==> src/rtl/sha256_pkg.sv <==
// Shared definitions for the sha256 message front end.
//   BLK_W      : width of one padded message block in bits
//   BLK_BYTES  : bytes per block
//   LEN_BYTE   : first byte slot of the 64-bit big-endian length field
//   PAD_BYTE   : marker byte written right after the last message byte
//   pad_state_t: padder FSM states
package sha256_pkg;

    localparam int          BLK_W     = 512;
    localparam int          BLK_BYTES = 64;
    localparam int          LEN_BYTE  = 56;
    localparam logic [7:0]  PAD_BYTE  = 8'h80;

    typedef enum logic [1:0] {
        FILL       = 2'd0,
        EMIT_FULL  = 2'd1,
        EMIT_TAIL  = 2'd2,
        EMIT_EXTRA = 2'd3
    } pad_state_t;

endpackage

==> src/rtl/sha256_pad_mask.sv <==
// Combinational padding mask for a partially filled block.
// Byte slot i lives at bits [511-8*i -: 8].
//   n      in  7    number of message bytes in the block (0..64)
//   keep   out 64   keep[i]=1 for byte slots holding message data (i < n)
//   marker out 512  0x80 in byte slot n, zeros elsewhere (all zero when n=64)
module sha256_pad_mask
    import sha256_pkg::*;
(
    input  logic [6:0]           n,
    output logic [BLK_BYTES-1:0] keep,
    output logic [BLK_W-1:0]     marker
);

    always_comb begin
        keep   = '0;
        marker = '0;
        for (int i = 0; i < BLK_BYTES; i++) begin
            keep[i] = (7'(i) < n);
            if (7'(i) == n) begin
                marker[BLK_W-1-8*i -: 8] = PAD_BYTE;
            end
        end
    end

endmodule

==> src/rtl/sha256_padder.sv <==
// SHA-256 message padder: turns a last-flagged byte stream into padded
// 512-bit blocks (0x80 marker, zero fill, 64-bit big-endian bit length),
// adding an extra block when the tail leaves no room for the length.
//   clk        in  1    clock
//   rst        in  1    synchronous active-high reset
//   in_data    in  8    message byte
//   in_valid   in  1    in_data valid
//   in_last    in  1    final byte of message
//   in_nodata  in  1    with in_valid&in_last: message ends, no byte carried
//   in_ready   out 1    byte accepted when in_valid&in_ready
//   blk_data   out 512  padded block, byte 0 at [511:504]
//   blk_valid  out 1    block available
//   blk_ready  in  1    block taken when blk_valid&blk_ready
//   blk_first  out 1    first block of a message
//   blk_last   out 1    final block of a message
module sha256_padder
    import sha256_pkg::*;
#(
    parameter int LEN_W = 64
) (
    input  logic             clk,
    input  logic             rst,
    input  logic [7:0]       in_data,
    input  logic             in_valid,
    input  logic             in_last,
    input  logic             in_nodata,
    output logic             in_ready,
    output logic [BLK_W-1:0] blk_data,
    output logic             blk_valid,
    input  logic             blk_ready,
    output logic             blk_first,
    output logic             blk_last
);

    pad_state_t           state, state_nxt;
    logic [5:0]           cnt;
    logic [LEN_W-1:0]     bitlen;
    logic [BLK_W-1:0]     buffer;
    logic                 first_pend;
    logic                 tail_last;   // tail block already carries the length
    logic                 extra_80;    // extra block must start with the marker

    logic                 accept;
    logic                 nodata;
    logic                 msg_done;
    logic [6:0]           n;
    logic [LEN_W-1:0]     bitlen_nxt;
    logic [63:0]          len_field;
    logic [BLK_W-1:0]     wr_buf;
    logic [BLK_W-1:0]     pad_buf;
    logic [BLK_W-1:0]     extra_blk;
    logic [BLK_BYTES-1:0] keep;
    logic [BLK_W-1:0]     marker;

    assign accept     = in_valid & in_ready;
    // nodata only has meaning on the closing transfer
    assign nodata     = in_last & in_nodata;
    assign n          = {1'b0, cnt} + (nodata ? 7'd0 : 7'd1);
    assign bitlen_nxt = bitlen + (nodata ? '0 : LEN_W'(8));
    assign len_field  = 64'(bitlen_nxt);
    assign extra_blk  = {(extra_80 ? PAD_BYTE : 8'h00), {(BLK_W-72){1'b0}}, 64'(bitlen)};
    assign msg_done   = blk_ready & ((state == EMIT_EXTRA) | ((state == EMIT_TAIL) & tail_last));

    sha256_pad_mask u_mask (
        .n      (n),
        .keep   (keep),
        .marker (marker)
    );

    // Current block with the incoming byte dropped into slot cnt.
    always_comb begin
        wr_buf = buffer;
        if (!nodata) begin
            wr_buf[BLK_W-1-8*int'(cnt) -: 8] = in_data;
        end
    end

    // Closing block: data bytes, marker, zero fill, and the length when it fits.
    always_comb begin
        pad_buf = '0;
        for (int i = 0; i < BLK_BYTES; i++) begin
            pad_buf[BLK_W-1-8*i -: 8] = keep[i] ? wr_buf[BLK_W-1-8*i -: 8] : 8'h00;
        end
        pad_buf = pad_buf | marker;
        if (n < 7'(LEN_BYTE)) begin
            pad_buf[63:0] = len_field;
        end
    end

    // ---- FSM: state register ----
    always_ff @(posedge clk) begin
        if (rst) state <= FILL;
        else     state <= state_nxt;
    end

    // ---- FSM: next state ----
    always_comb begin
        state_nxt = state;
        case (state)
            FILL: begin
                if (accept) begin
                    if (in_last)                         state_nxt = EMIT_TAIL;
                    else if (cnt == 6'(BLK_BYTES - 1))   state_nxt = EMIT_FULL;
                end
            end
            EMIT_FULL:  if (blk_ready) state_nxt = FILL;
            EMIT_TAIL:  if (blk_ready) state_nxt = tail_last ? FILL : EMIT_EXTRA;
            EMIT_EXTRA: if (blk_ready) state_nxt = FILL;
            default:    state_nxt = FILL;
        endcase
    end

    // ---- FSM: outputs ----
    always_comb begin
        in_ready  = (state == FILL);
        blk_valid = (state != FILL);
        blk_first = first_pend & (state != EMIT_EXTRA);
        blk_last  = (state == EMIT_EXTRA) | ((state == EMIT_TAIL) & tail_last);
    end

    assign blk_data = buffer;

    // ---- Block buffer, counters and message flags ----
    always_ff @(posedge clk) begin
        if (rst) begin
            buffer     <= '0;
            cnt        <= '0;
            bitlen     <= '0;
            first_pend <= 1'b1;
            tail_last  <= 1'b0;
            extra_80   <= 1'b0;
        end else if (msg_done) begin
            buffer     <= '0;
            cnt        <= '0;
            bitlen     <= '0;
            first_pend <= 1'b1;
        end else begin
            case (state)
                FILL: begin
                    if (accept) begin
                        bitlen <= bitlen_nxt;
                        if (in_last) begin
                            buffer    <= pad_buf;
                            cnt       <= '0;
                            tail_last <= (n < 7'(LEN_BYTE));
                            extra_80  <= (n == 7'(BLK_BYTES));
                        end else begin
                            buffer <= wr_buf;
                            cnt    <= cnt + 6'd1;
                        end
                    end
                end
                EMIT_FULL: begin
                    if (blk_ready) begin
                        buffer     <= '0;
                        cnt        <= '0;
                        first_pend <= 1'b0;
                    end
                end
                EMIT_TAIL: begin
                    // tail_last case is handled by msg_done above
                    if (blk_ready) buffer <= extra_blk;
                end
                default: ;
            endcase
        end
    end

endmodule

==> config.mk <==
export PLATFORM = sky130hd
export DESIGN_NAME = sha256_padder
export DESIGN_NICKNAME = d
export VERILOG_FILES = /design/src/rtl/sha256_pkg.sv /design/src/rtl/sha256_pad_mask.sv /design/src/rtl/sha256_padder.sv
export SDC_FILE = /design/constraint.sdc
export NUM_CORES = 1
export LEC_CHECK = 0
export BUFFER_PORTS_ARGS = -buffer_cell sky130_fd_sc_hd__buf_2
export CELL_PAD_IN_SITES_DETAIL_PLACEMENT = 0
export CELL_PAD_IN_SITES_GLOBAL_PLACEMENT = 1
export CORE_MARGIN = 4
export CORE_UTILIZATION = 40
export CTS_BUF_LIST = sky130_fd_sc_hd__clkbuf_16
export DETAILED_ROUTE_END_ITERATION = 16
export MAX_ROUTING_LAYER = met4
export PLACE_DENSITY = 0.87
export SLEW_MARGIN = 0
export SYNTH_ARGS = -nofsm -noshare
export SYNTH_HDL_FRONTEND = slang
export SYNTH_SLANG_ARGS = --single-unit
==> constraint.sdc <==
create_clock -name clk -period 7.56 [get_ports clk]
set_input_delay 1.134 -clock clk [delete_from_list [all_inputs] [get_ports clk]]
set_output_delay 1.134 -clock clk [all_outputs]
set_load 0.02 [all_outputs]
# Word-level counts from Yosys, hierarchy flattened
# Cells that the tools add are included.
# word_totals
regBits	587
word_cells	324
out_inout_bits	516
input_bits	14
# op_classes
n_bitwise	8
magnitude_cmp	65
n_addsub	5
shifts	2
n_mux	150
reduce_logical	13
n_eq_ne	74
# ops
cell	n
$mux 512	5
$pmux 512 s3	1
$mux 8	129
$shift 8x33->519 const A	1
$shiftx 8x33->519	1
$bwmux 512	1
$or 512x512->512	1
$eq 6x7->1 const A	32
$lt 6x7->1 const A	32
$eq 5x7->1 const A	16
$lt 5x7->1 const A	16
$add 64x4->64	1
$mux 64	1
$eq 4x7->1 const A	8
$lt 4x7->1 const A	8
$neg 10->33	1
$eq 3x7->1 const A	4
$lt 3x7->1 const A	4
$mux 6	3
$eq 2x7->1 const A	2
$lt 1x7->1 const A	2
$lt 2x7->1 const A	2
$mux 2	6
$pmux 6 s2	1
26 further kinds	39

# Depth between registers and ports, before layout
# Gate-level depths: netlist of the first run.
# logic_depth
ltp_word	11
mapped_depth	13
ltp_nobuf	10

# By module
# Synthesis of the first run repeated with hierarchy kept, for this count alone.
# unflattened
hier_cells	5307
hier_area_um2	39011.2
# by_module_without_submodules
mod	area_each_um2	instances	cells_per_inst
sha256_padder	34538.1	1	4648
sha256_pad_mask	4473.0	1	659

# Worst setup path after synthesis of the first run
# No wires, ideal clock.
# synth_timing
kind	input to register
startpoint	in in_last
endpoint	reg buffer[503] (netlist: blk_data[503])
stages	12
required_time_ps	7425
arrival_ps	3406
slack_ps	4019
n_path_buf	3
path_cell_list	clkbuf_1 > nand2_1 > ha_1 > buf_2 > buf_2 > or3_1 > o221a_2 > nor3_1 > nand2_1 > a31o_2 > nand2_1 > o311ai_1
# synth_via
elab_chain_cells	9
# synth_rtl
element	line	source
start, declared	sha256_padder.sv:25	input logic in_last,
$and 1x1->1	sha256_padder.sv:57	assign nodata = in_last & in_nodata;
$mux 1	sha256_padder.sv:58	assign n = {1'b0, cnt} + (nodata ? 7'd0 : 7'd1);
$add 6x1->7	sha256_padder.sv:58	
$lt 1x7->1 or $eq 1x7->1 (tied branches)	sha256_pad_mask.sv:18, sha256_pad_mask.sv:19	
$mux 8, on equally long branches	sha256_padder.sv:82, sha256_pad_mask.sv:19	
$or 512x512->512	sha256_padder.sv:84	pad_buf = pad_buf | marker;
$mux 512 (*)	sha256_padder.sv:142	if (in_last) begin
$mux 512 (*)	sha256_padder.sv:140	if (accept) begin
$pmux 512 s3 (*)	sha256_padder.sv:138	case (state)
end signal, assigned	sha256_padder.sv:143	buffer <= pad_buf;
end signal, assigned	sha256_padder.sv:148	buffer <= wr_buf;
end signal, assigned	sha256_padder.sv:162	if (blk_ready) buffer <= extra_blk;
end, declared	sha256_padder.sv:38	logic [BLK_W-1:0] buffer;
# Every way passes the cells marked *; elsewhere a longest branch is shown, timed or not. The select of a mux whose other input is x is not followed.
# A chain may end at the register's enable or synchronous reset.

# Worst setup path after layout of the first run
# layout_timing
startpoint	in in_nodata
endpoint	reg buffer[317] (netlist: blk_data[317])
# layout_via
elab_chain_cells	9
# layout_rtl
element	line	source
start, declared	sha256_padder.sv:26	input logic in_nodata,
$and 1x1->1 (*)	sha256_padder.sv:57	
$mux 1	sha256_padder.sv:58	
$add 6x1->7	sha256_padder.sv:58	
$lt 5x7->1	sha256_pad_mask.sv:18	keep[i] = (7'(i) < n);
$mux 8	sha256_padder.sv:82	pad_buf[BLK_W-1-8*i -: 8] = keep[i] ? wr_buf[BLK_W-1-8*i -: 8] : 8'h00;
$or 512x512->512	sha256_padder.sv:84	
$mux 512 (*)	sha256_padder.sv:142	
$mux 512 (*)	sha256_padder.sv:140	
$pmux 512 s3 (*)	sha256_padder.sv:138	
# Marked as above.

==> summary.md, run 1 <==
| Metric | Value |
|---|---|
| Number of slew-limit violations in the final report | 0 |
| Worst path arrival time | 5.22 ns |
| VDD IR-drop max | 0.354 mV |
| Setup fix buffers added after clock tree synthesis | 0 |
| TritonCTS clock tree | built |
| Kind of capture point of the worst setup path | flop |
| Startpoint kind of the worst setup timing path | input pin |
| Depth of the CTS H-tree | 3 |
| Multi-input gate area in the final layout | 15700 sq um |
| Flop and latch count out of synthesis | between 500 and 600 |
| Post-route clock skew | around 0.025 ns |
| Number of buffers on the longest clock path | 3 |
| Clock root buffer | sky130_fd_sc_hd__clkbuf_16 |
| RSZ-0062 raised after global routing | false |
| Antenna violations before repair | 8 |
| Cell variety after synth | 93 |
| First-pass GRT wire length | between 150 and 200 mm |
| Wire length reported by the detailed router | 133 mm |
| Worst slew margin relative to its limit | 17.5% |
| Hold Vio Cnt, Final | 0 |
| Routability cong. | 1.08 |
| Count of hold buffers inserted by post-cts repair | 0 |
| Synthesized area | 28500 sq um |
| Status | finished clean |
| Routed length per placed instance | 26.3 microns |
| Floorplan die width | 275 microns |
| Total number of clock tree sinks | around 580 |
| Count of buffers from port buffering | 529 |
| Post-Synthesis Cells | 3654 |
| Util after Layout | 48.1% |
| First-pass DRT Iterations | 6 |
| Overflow left after global routing | 0 |
| Count of final setup violators | 0 |
| Final #Nets | 4094 |
| Area taken by flip-flops and latches | 11700 sq um |
| Slew at the pin closest to its max-slew limit | 1.22 ns |
| Mapped Nets | 3682 |
| Leakage dissipation | ~0.013 uW |
| Count of nets left with antenna violations after detail routing | 0 |
| Number of I/O pins | 530 |
| Detailed Place HPWL | roughly 98 mm |
| Worst Hold Class | flop to flop |
| Post-CTS Resized | 0 |
| Dominant register cell in the synthesized netlist | sky130_fd_sc_hd__dfxtp_1 |
| Via total after detailed routing | 30800 |
| Number of global-route vias before repair | around 28000 |
| Power density over the cells | 280 nW/um^2 |
| Core box area | ~70000 sq um |
| Total Routing Usage GR | 34.5% |
| Period minus WS final | about 4.7 ns |
| Vertical die dimension | 275 microns |
| Synth-to-layout area growth | 18.7% |
| Initial Utilization | 40.5% |
| Number of clock buffers inserted by TritonCTS | 66 |
| Worst hold margin | 0.440 ns |
| Share of post-route cells with drive strength above 1 | 18.3% |
| Number of synthesized flops with an enable pin | 0 |
| Num rows | 97 |
| Overall power of the completed layout | 9440 uW |
| Maximum fanout along the worst path | 25 |
| Largest net degree at the start of global routing | 140 |
| Vias per Instance | 6.09 |
| Starting DRT DRC Count | 3888 |
| DRC violation count after routing | 0 |
| Source-to-sink clock delay at the later pin of the worst-skew pair | 0.63 ns |
| Placement-stage worst setup slack | 2.48 ns |
| CTS clk-pin slew, worst paths | 0.06 ns |
| Share of the yosys chip area belonging to registers | 41.1% |
| Kind of critical path | input pin to flop |
| Final cycle utilization of the critical path | about three fifths |
| Die footprint | ~75000 sq um |
| Synth async-reset ratio | 0% |
| Count of yosys warnings during synthesis | 0 |
| Final critical-path setup slack | ~2.9 ns |
| Setup total negative slack | 0 ns |
| Data required, critical path | ~8.1 ns |
| Average cell area after synthesis | slightly below 8 sq um |
| Filler Cells Inserted | 7159 |
| Maximum clock frequency | 0.214 GHz |
| Number of max-cap violations | 0 |
cell type report:
class | instances | share of cell area (%)
multi-input cells | 2808 | 46.6
flip-flops and latches | 584 | 34.6
repair buffers | 590 | 9.23
clock buffers | 67 | 4.96
well taps | 940 | 3.48
clock inverters | 46 | 0.915
inverters | 16 | 0.178
diodes | 8 | 0.0593
registers in the layout, summed over array words and instances, names as in the netlist:
| register | count |
|---|---|
| blk_data | 512 |
| bitlen | 61 |
| cnt | 6 |
| state | 2 |
| extra_80 | 1 |
| first_pend | 1 |
| tail_last | 1 |
power by group:
part           leakage (uW)  total, uW  switching, uW  internal (uW)
Combinational       0.00766       3130           2510            628
Sequential          0.00470       3240           84.4           3160
Clock               0.00105       3070           1360           1710
Total                0.0134       9440           3950           5500
cell families (layout without fill, tap and decap cells):
| kind of cell | count (synthesis) | after routing | share of synthesized area, % |
|---|---|---|---|
| compound gates | 956 | 956 | 20.7 |
| xor+xnor | 107 | 107 | 3.32 |
| fa+ha+maj | 14 | 14 | 0.615 |
| buf+inv | 262 | 719 | 3.85 |
| flops | 584 | 584 | 41.1 |
| mux | 144 | 144 | 5.10 |
| other cells | 0 | 8 | 0 |
| simple gates | 1587 | 1587 | 25.3 |
critical path, stage by stage:
cell	delay, ns
sky130_fd_sc_hd__buf_2	0.14
sky130_fd_sc_hd__nand2_1	0.25
sky130_fd_sc_hd__ha_1	0.85
sky130_fd_sc_hd__and3_1	0.36
sky130_fd_sc_hd__a31o_2	0.68
sky130_fd_sc_hd__nor3_2	0.27
sky130_fd_sc_hd__a21oi_1	0.69
sky130_fd_sc_hd__o21a_1	0.41
sky130_fd_sc_hd__o21ai_1	0.21
sky130_fd_sc_hd__o21ai_0	0.21
through the flow:
step | area, sq um | instances
after floorplan | 28500 | 3654
after global placement | 31800 | 4938
after detailed placement | 31800 | 4938
after CTS | 33800 | 5051
after global routing | 33800 | 5058
final | 33800 | 5059
final timing paths:
kind,start,end,slack (ns),cells past startpoint
max,in_nodata,blk_data[317]$_SDFFE_PP0P_,2.88,10
min,first_pend$_SDFFE_PP1P_,first_pend$_SDFFE_PP1P_,0.44,2
max reg2reg,cnt[0]$_SDFFE_PP0P_,blk_data[317]$_SDFFE_PP0P_,3.02,8
min reg2reg,first_pend$_SDFFE_PP1P_,first_pend$_SDFFE_PP1P_,0.44,2
cells in the final DEF (no fill, tap or decap), types with 17 or more instances in the layout:
cell type                   Yosys  routed
sky130_fd_sc_hd__and3_1        69      69
sky130_fd_sc_hd__o2bb2ai_1     39      39
sky130_fd_sc_hd__o22ai_1       22      22
sky130_fd_sc_hd__o21ai_1       25      24
sky130_fd_sc_hd__nand2_1      481     481
sky130_fd_sc_hd__a221oi_1      21      21
sky130_fd_sc_hd__o211ai_1      17      17
sky130_fd_sc_hd__a31oi_1       19      19
sky130_fd_sc_hd__a32oi_1       18      18
sky130_fd_sc_hd__a22o_1        34      34
sky130_fd_sc_hd__a21oi_1      366     365
sky130_fd_sc_hd__xor2_1        56      56
sky130_fd_sc_hd__clkbuf_16      0      67
sky130_fd_sc_hd__a22oi_1       26      26
sky130_fd_sc_hd__nor3_1       103     103
sky130_fd_sc_hd__buf_2         64     529
sky130_fd_sc_hd__nand3_1      164     164
sky130_fd_sc_hd__mux2i_1      135     135
sky130_fd_sc_hd__nor2_1       573     569
sky130_fd_sc_hd__o31ai_1       20      20
sky130_fd_sc_hd__nand4_1       45      45
sky130_fd_sc_hd__xnor2_1       50      50
sky130_fd_sc_hd__buf_4          5      60
sky130_fd_sc_hd__dfxtp_1      584     584
sky130_fd_sc_hd__or3_1         28      28
sky130_fd_sc_hd__inv_1         15      35
sky130_fd_sc_hd__o21ai_0      226     226
Yosys cell counts (11+ instances only):
master                      count  area share (%)
sky130_fd_sc_hd__dfxtp_1      584              41
sky130_fd_sc_hd__nor2_1       573             7.6
sky130_fd_sc_hd__nand2_1      481             6.3
sky130_fd_sc_hd__a21oi_1      366             6.4
sky130_fd_sc_hd__o21ai_0      226             4.0
sky130_fd_sc_hd__nand3_1      164             2.9
sky130_fd_sc_hd__clkbuf_1     152             2.0
sky130_fd_sc_hd__mux2i_1      135             4.7
sky130_fd_sc_hd__nor3_1       103             1.8
sky130_fd_sc_hd__and3_1        69             1.5
sky130_fd_sc_hd__buf_2         64             1.1
sky130_fd_sc_hd__xor2_1        56             1.7
sky130_fd_sc_hd__xnor2_1       50             1.5
sky130_fd_sc_hd__nand4_1       45            0.99
sky130_fd_sc_hd__o2bb2ai_1     39             1.2
sky130_fd_sc_hd__a22o_1        34             1.0
sky130_fd_sc_hd__or3_1         28            0.62
sky130_fd_sc_hd__a22oi_1       26            0.69
sky130_fd_sc_hd__o21ai_1       25            0.44
sky130_fd_sc_hd__o22ai_1       22            0.48
sky130_fd_sc_hd__a221oi_1      21            0.65
sky130_fd_sc_hd__buf_1         20            0.26
sky130_fd_sc_hd__o31ai_1       20            0.53
sky130_fd_sc_hd__a31oi_1       19            0.42
sky130_fd_sc_hd__a32oi_1       18            0.55
sky130_fd_sc_hd__o211ai_1      17            0.45
sky130_fd_sc_hd__inv_1         15            0.20
sky130_fd_sc_hd__nor2b_1       15            0.33
sky130_fd_sc_hd__ha_1          14            0.62
sky130_fd_sc_hd__a21o_1        13            0.34
sky130_fd_sc_hd__and2_1        13            0.29
sky130_fd_sc_hd__nand2b_1      11            0.24
sky130_fd_sc_hd__o21a_1        11            0.29
routing by layer:
layer	vias up	GRT usage [%]	part of all wire [%]
met1	14800	41.0	38
met4	0	19.5	6.4
met2	1799	53.0	45
met5	-	-	0
li1	13800	-	-
met3	464	9.28	11
Power figures use the tool's default switching activity.
==> inputs of run 2 (changes only) <==
clock period = 4.5 ns   (was 7.56 ns; I/O delays follow)
==> summary.md, run 2 (synthesis results as in run 1) <==
| Metric | Value |
|---|---|
| Overflow left after global routing | 0 (unchanged) |
| Flip-flop count of the largest register, all copies and words added | 512 (unchanged) |
| Status | finished clean |
| Antenna violations before repair | 7 (-1) |
| Post-CTS Resized | 0 (unchanged) |
| Met1 Use GR | 42.5% (+1.5 points) |
| Vias per Instance | 6.03 (-1.0%) |
| Number of clock buffers inserted by TritonCTS | 67 (+1.5%) |
| Final cycle utilization of the critical path | 87.6% |
| Util after Layout | 49.4% (+1.3 points) |
| Period minus WS final | approximately 3.9 ns |
| Count of final setup violators | 0 (unchanged) |
| Post-route clock skew | 0.0291 ns (+0.00366 ns) |
| Leakage dissipation | 0.0139 uW (+3.9%) |
| Filler Cells Inserted | 7010 (-2.1%) |
| Final #Nets | 4191 (+2.4%) |
| Setup total negative slack | 0 ns (unchanged) |
| Number of buffers on the longest clock path | 3 (unchanged) |
| Detailed Place HPWL | 103 mm (+4.4%) |
| RSZ-0062 raised after global routing | false |
| Area taken by flip-flops and latches | 11700 sq um (about the same) |
| Count of buffers from port buffering | 529 (unchanged) |
| Worst reg2reg setup slack | 0.56 ns (-2.46 ns) |
| Kind of capture point of the worst setup path | flop |
| Wire length reported by the detailed router | 136 mm (+2.3%) |
| DRC violation count after routing | 0 (unchanged) |
| Largest net degree at the start of global routing | 126 (-10%) |
| Worst Hold Class | input pin to flop |
| Startpoint kind of the worst setup timing path | flop |
| Slew at the pin closest to its max-slew limit | 1.39 ns (+0.164 ns) |
| Kind of critical path | flop to flop |
| CTS clk-pin slew, worst paths | 0.06 ns (about the same) |
| Worst slew margin relative to its limit | 7.07% (-10 points) |
| Cell-by-cell listing of the critical path | inv_1 > ha_1 > a21o_1 > a21oi_4 > buf_4 > nand2_1 > nor2_1 > a221o_1 |
| Number of slew-limit violations in the final report | 0 (unchanged) |
| Total Routing Usage GR | 35.2% (+0.69 points) |
| Count of nets left with antenna violations after detail routing | 0 (unchanged) |
| Worst flop-to-flop path startpoint | state[0]$_SDFFE_PP0P_ |
| Routed length per placed instance | 26.4 microns (+0.26%) |
| Setup fix buffers added after clock tree synthesis | 0 (unchanged) |
| Met2 Use GR | 54.8% (+1.8 points) |
| Maximum fanout along the worst path | 31 (+24%) |
| Routability cong. | 1.05 (-2.6%) |
| Maximum clock frequency | 0.254 GHz |
| TritonCTS clock tree | built |
| Clock root buffer | sky130_fd_sc_hd__clkbuf_16 |
| Hold Vio Cnt, Final | 0 (unchanged) |
| Layer with the highest usage after global routing | met2 |
| Initial Utilization | 40.5% (unchanged) |
| Depth of the worst register-to-register path | 8 (unchanged) |
| Cell Count, Final, Fillers Out | 5163 (+2.1%) |
| Starting DRT DRC Count | 3460 (-11%) |
| Post-route cell area | 34700 sq um (+2.7%) |
| Number of I/O pins | 530 (unchanged) |
| Count of hold buffers inserted by post-cts repair | 0 (unchanged) |
| Dpl cell area | 32500 sq um (+2.3%) |
| Worst hold margin | 0.357 ns (-0.0837 ns) |
| Number of max-cap violations | 0 (unchanged) |
| Synth-to-layout area growth | 21.9% |
| First-pass DRT Iterations | 6 (unchanged) |
| Worst path arrival time | 4.50 ns (-0.72 ns) |
| Power density over the cells | 475 nW/um^2 (+70%) |
| Capture point of the worst reg-to-reg path | blk_data[13]$_SDFFE_PP0P_ |
| Num rows | 97 (unchanged) |
| Launch point of the critical path | state[0]$_SDFFE_PP0P_ |
| Global-route track usage on met3 | 8.76% (-0.52 points) |
| DP Cell Count | 5034 (+1.9%) |
| First-pass GRT wire length | 195 mm (+1.7%) |
| Data required, critical path | 5.05 ns (-3.05 ns) |
| Share of post-route cells with drive strength above 1 | 20.4% (+2.1 points) |
| Cell with the largest stage delay on the worst path | sky130_fd_sc_hd__nor2_1 |
| Commonest non-fill, non-tap cells in the layout | sky130_fd_sc_hd__dfxtp_1, sky130_fd_sc_hd__nor2_1, sky130_fd_sc_hd__buf_2 |
| Most frequent standard cell in the layout excluding fill and tap cells | sky130_fd_sc_hd__dfxtp_1 |
| Multi-input gate area in the final layout | 15700 sq um (about the same) |
| Floorplan die width | 275 microns (unchanged) |
| Via total after detailed routing | 31200 (+1.0%) |
| Core box area | 70300 sq um (unchanged) |
| Depth of the CTS H-tree | 3 (unchanged) |
| Die footprint | 75500 sq um (unchanged) |
| Vertical die dimension | 275 microns (unchanged) |
| Number of global-route vias before repair | 28600 (+1.1%) |
| VDD IR-drop max | 0.729 mV (+110%) |
| Total number of clock tree sinks | 584 (unchanged) |
| Capture point of the worst path | blk_data[13]$_SDFFE_PP0P_ |
| Largest stage delay on the critical path | 1.17 ns (+0.32 ns) |
| Source-to-sink clock delay at the later pin of the worst-skew pair | 0.63 ns (about the same) |
[run 2: changes by cell type in the layout (fill, tap and decap cells not counted), moves of 2 or more]
cell	previous run	this run
sky130_fd_sc_hd__buf_4	60	154
sky130_fd_sc_hd__inv_1	35	22
sky130_fd_sc_hd__clkinv_1	11	19
sky130_fd_sc_hd__clkinv_2	6	11
sky130_fd_sc_hd__bufinv_16	3	7
sky130_fd_sc_hd__buf_12	1	3
[run 2: layer usage]
metal / share of wire [%] / up-vias
met2: 45 / 1810
met3: 10 / 410
met4: 5.9 / 0
li1: - / 14000
met1: 38 / 14900
met5: 0 / -
[run 2: power by group]
part	internal [uW]	switching [uW]	total, uW	leakage (uW)
clock	3170	2330	5490	0.00109
combinational	1260	4300	5560	0.00814
sequential	5300	124	5430	0.00471
[run 2: layout make-up]
cell class	count	area share, %
timing repair buffer	686	11.1
antenna	9	0.0649
multi-input combinational	2808	45.3
clock buffer	68	4.90
clock inverter	52	1.33
tap	940	3.39
inverter	16	0.173
sequential	584	33.7
[run 2: how the worst min path moves through the flow]
stage          cells after the start               startpoint                 endpoint  slack [ns]
2_1_floorplan                      2  first_pend$_SDFFE_PP1P_  first_pend$_SDFFE_PP1P_        0.41
6_report                           2                      rst    extra_80$_SDFFE_PP0P_        0.36
4_1_cts                            2                      rst    state[1]$_SDFFE_PP0P_        0.33
3_3_place_gp                       2  first_pend$_SDFFE_PP1P_  first_pend$_SDFFE_PP1P_        0.42
3_5_place_dp                       2  first_pend$_SDFFE_PP1P_  first_pend$_SDFFE_PP1P_        0.43
5_1_grt                            2                      rst   tail_last$_SDFFE_PP0P_        0.35
[run 2: through the flow]
step | setup slack (ns) | power [uW]
3_5_place_dp | 0.469 | 10800
6_report | 0.558 | 16500
3_3_place_gp | 0.476 | 10900
2_1_floorplan | 1.42 | 8600
5_1_grt | 0.499 | 16900
4_1_cts | 0.646 | 16300
[run 2: critical path, delay by kind of cell (launching register included)]
family	cells	cell delay, ns
compound gates	3	0.91
fa+ha+maj	1	0.49
buf+inv	2	0.48
flops	1	0.38
simple gates	2	1.59
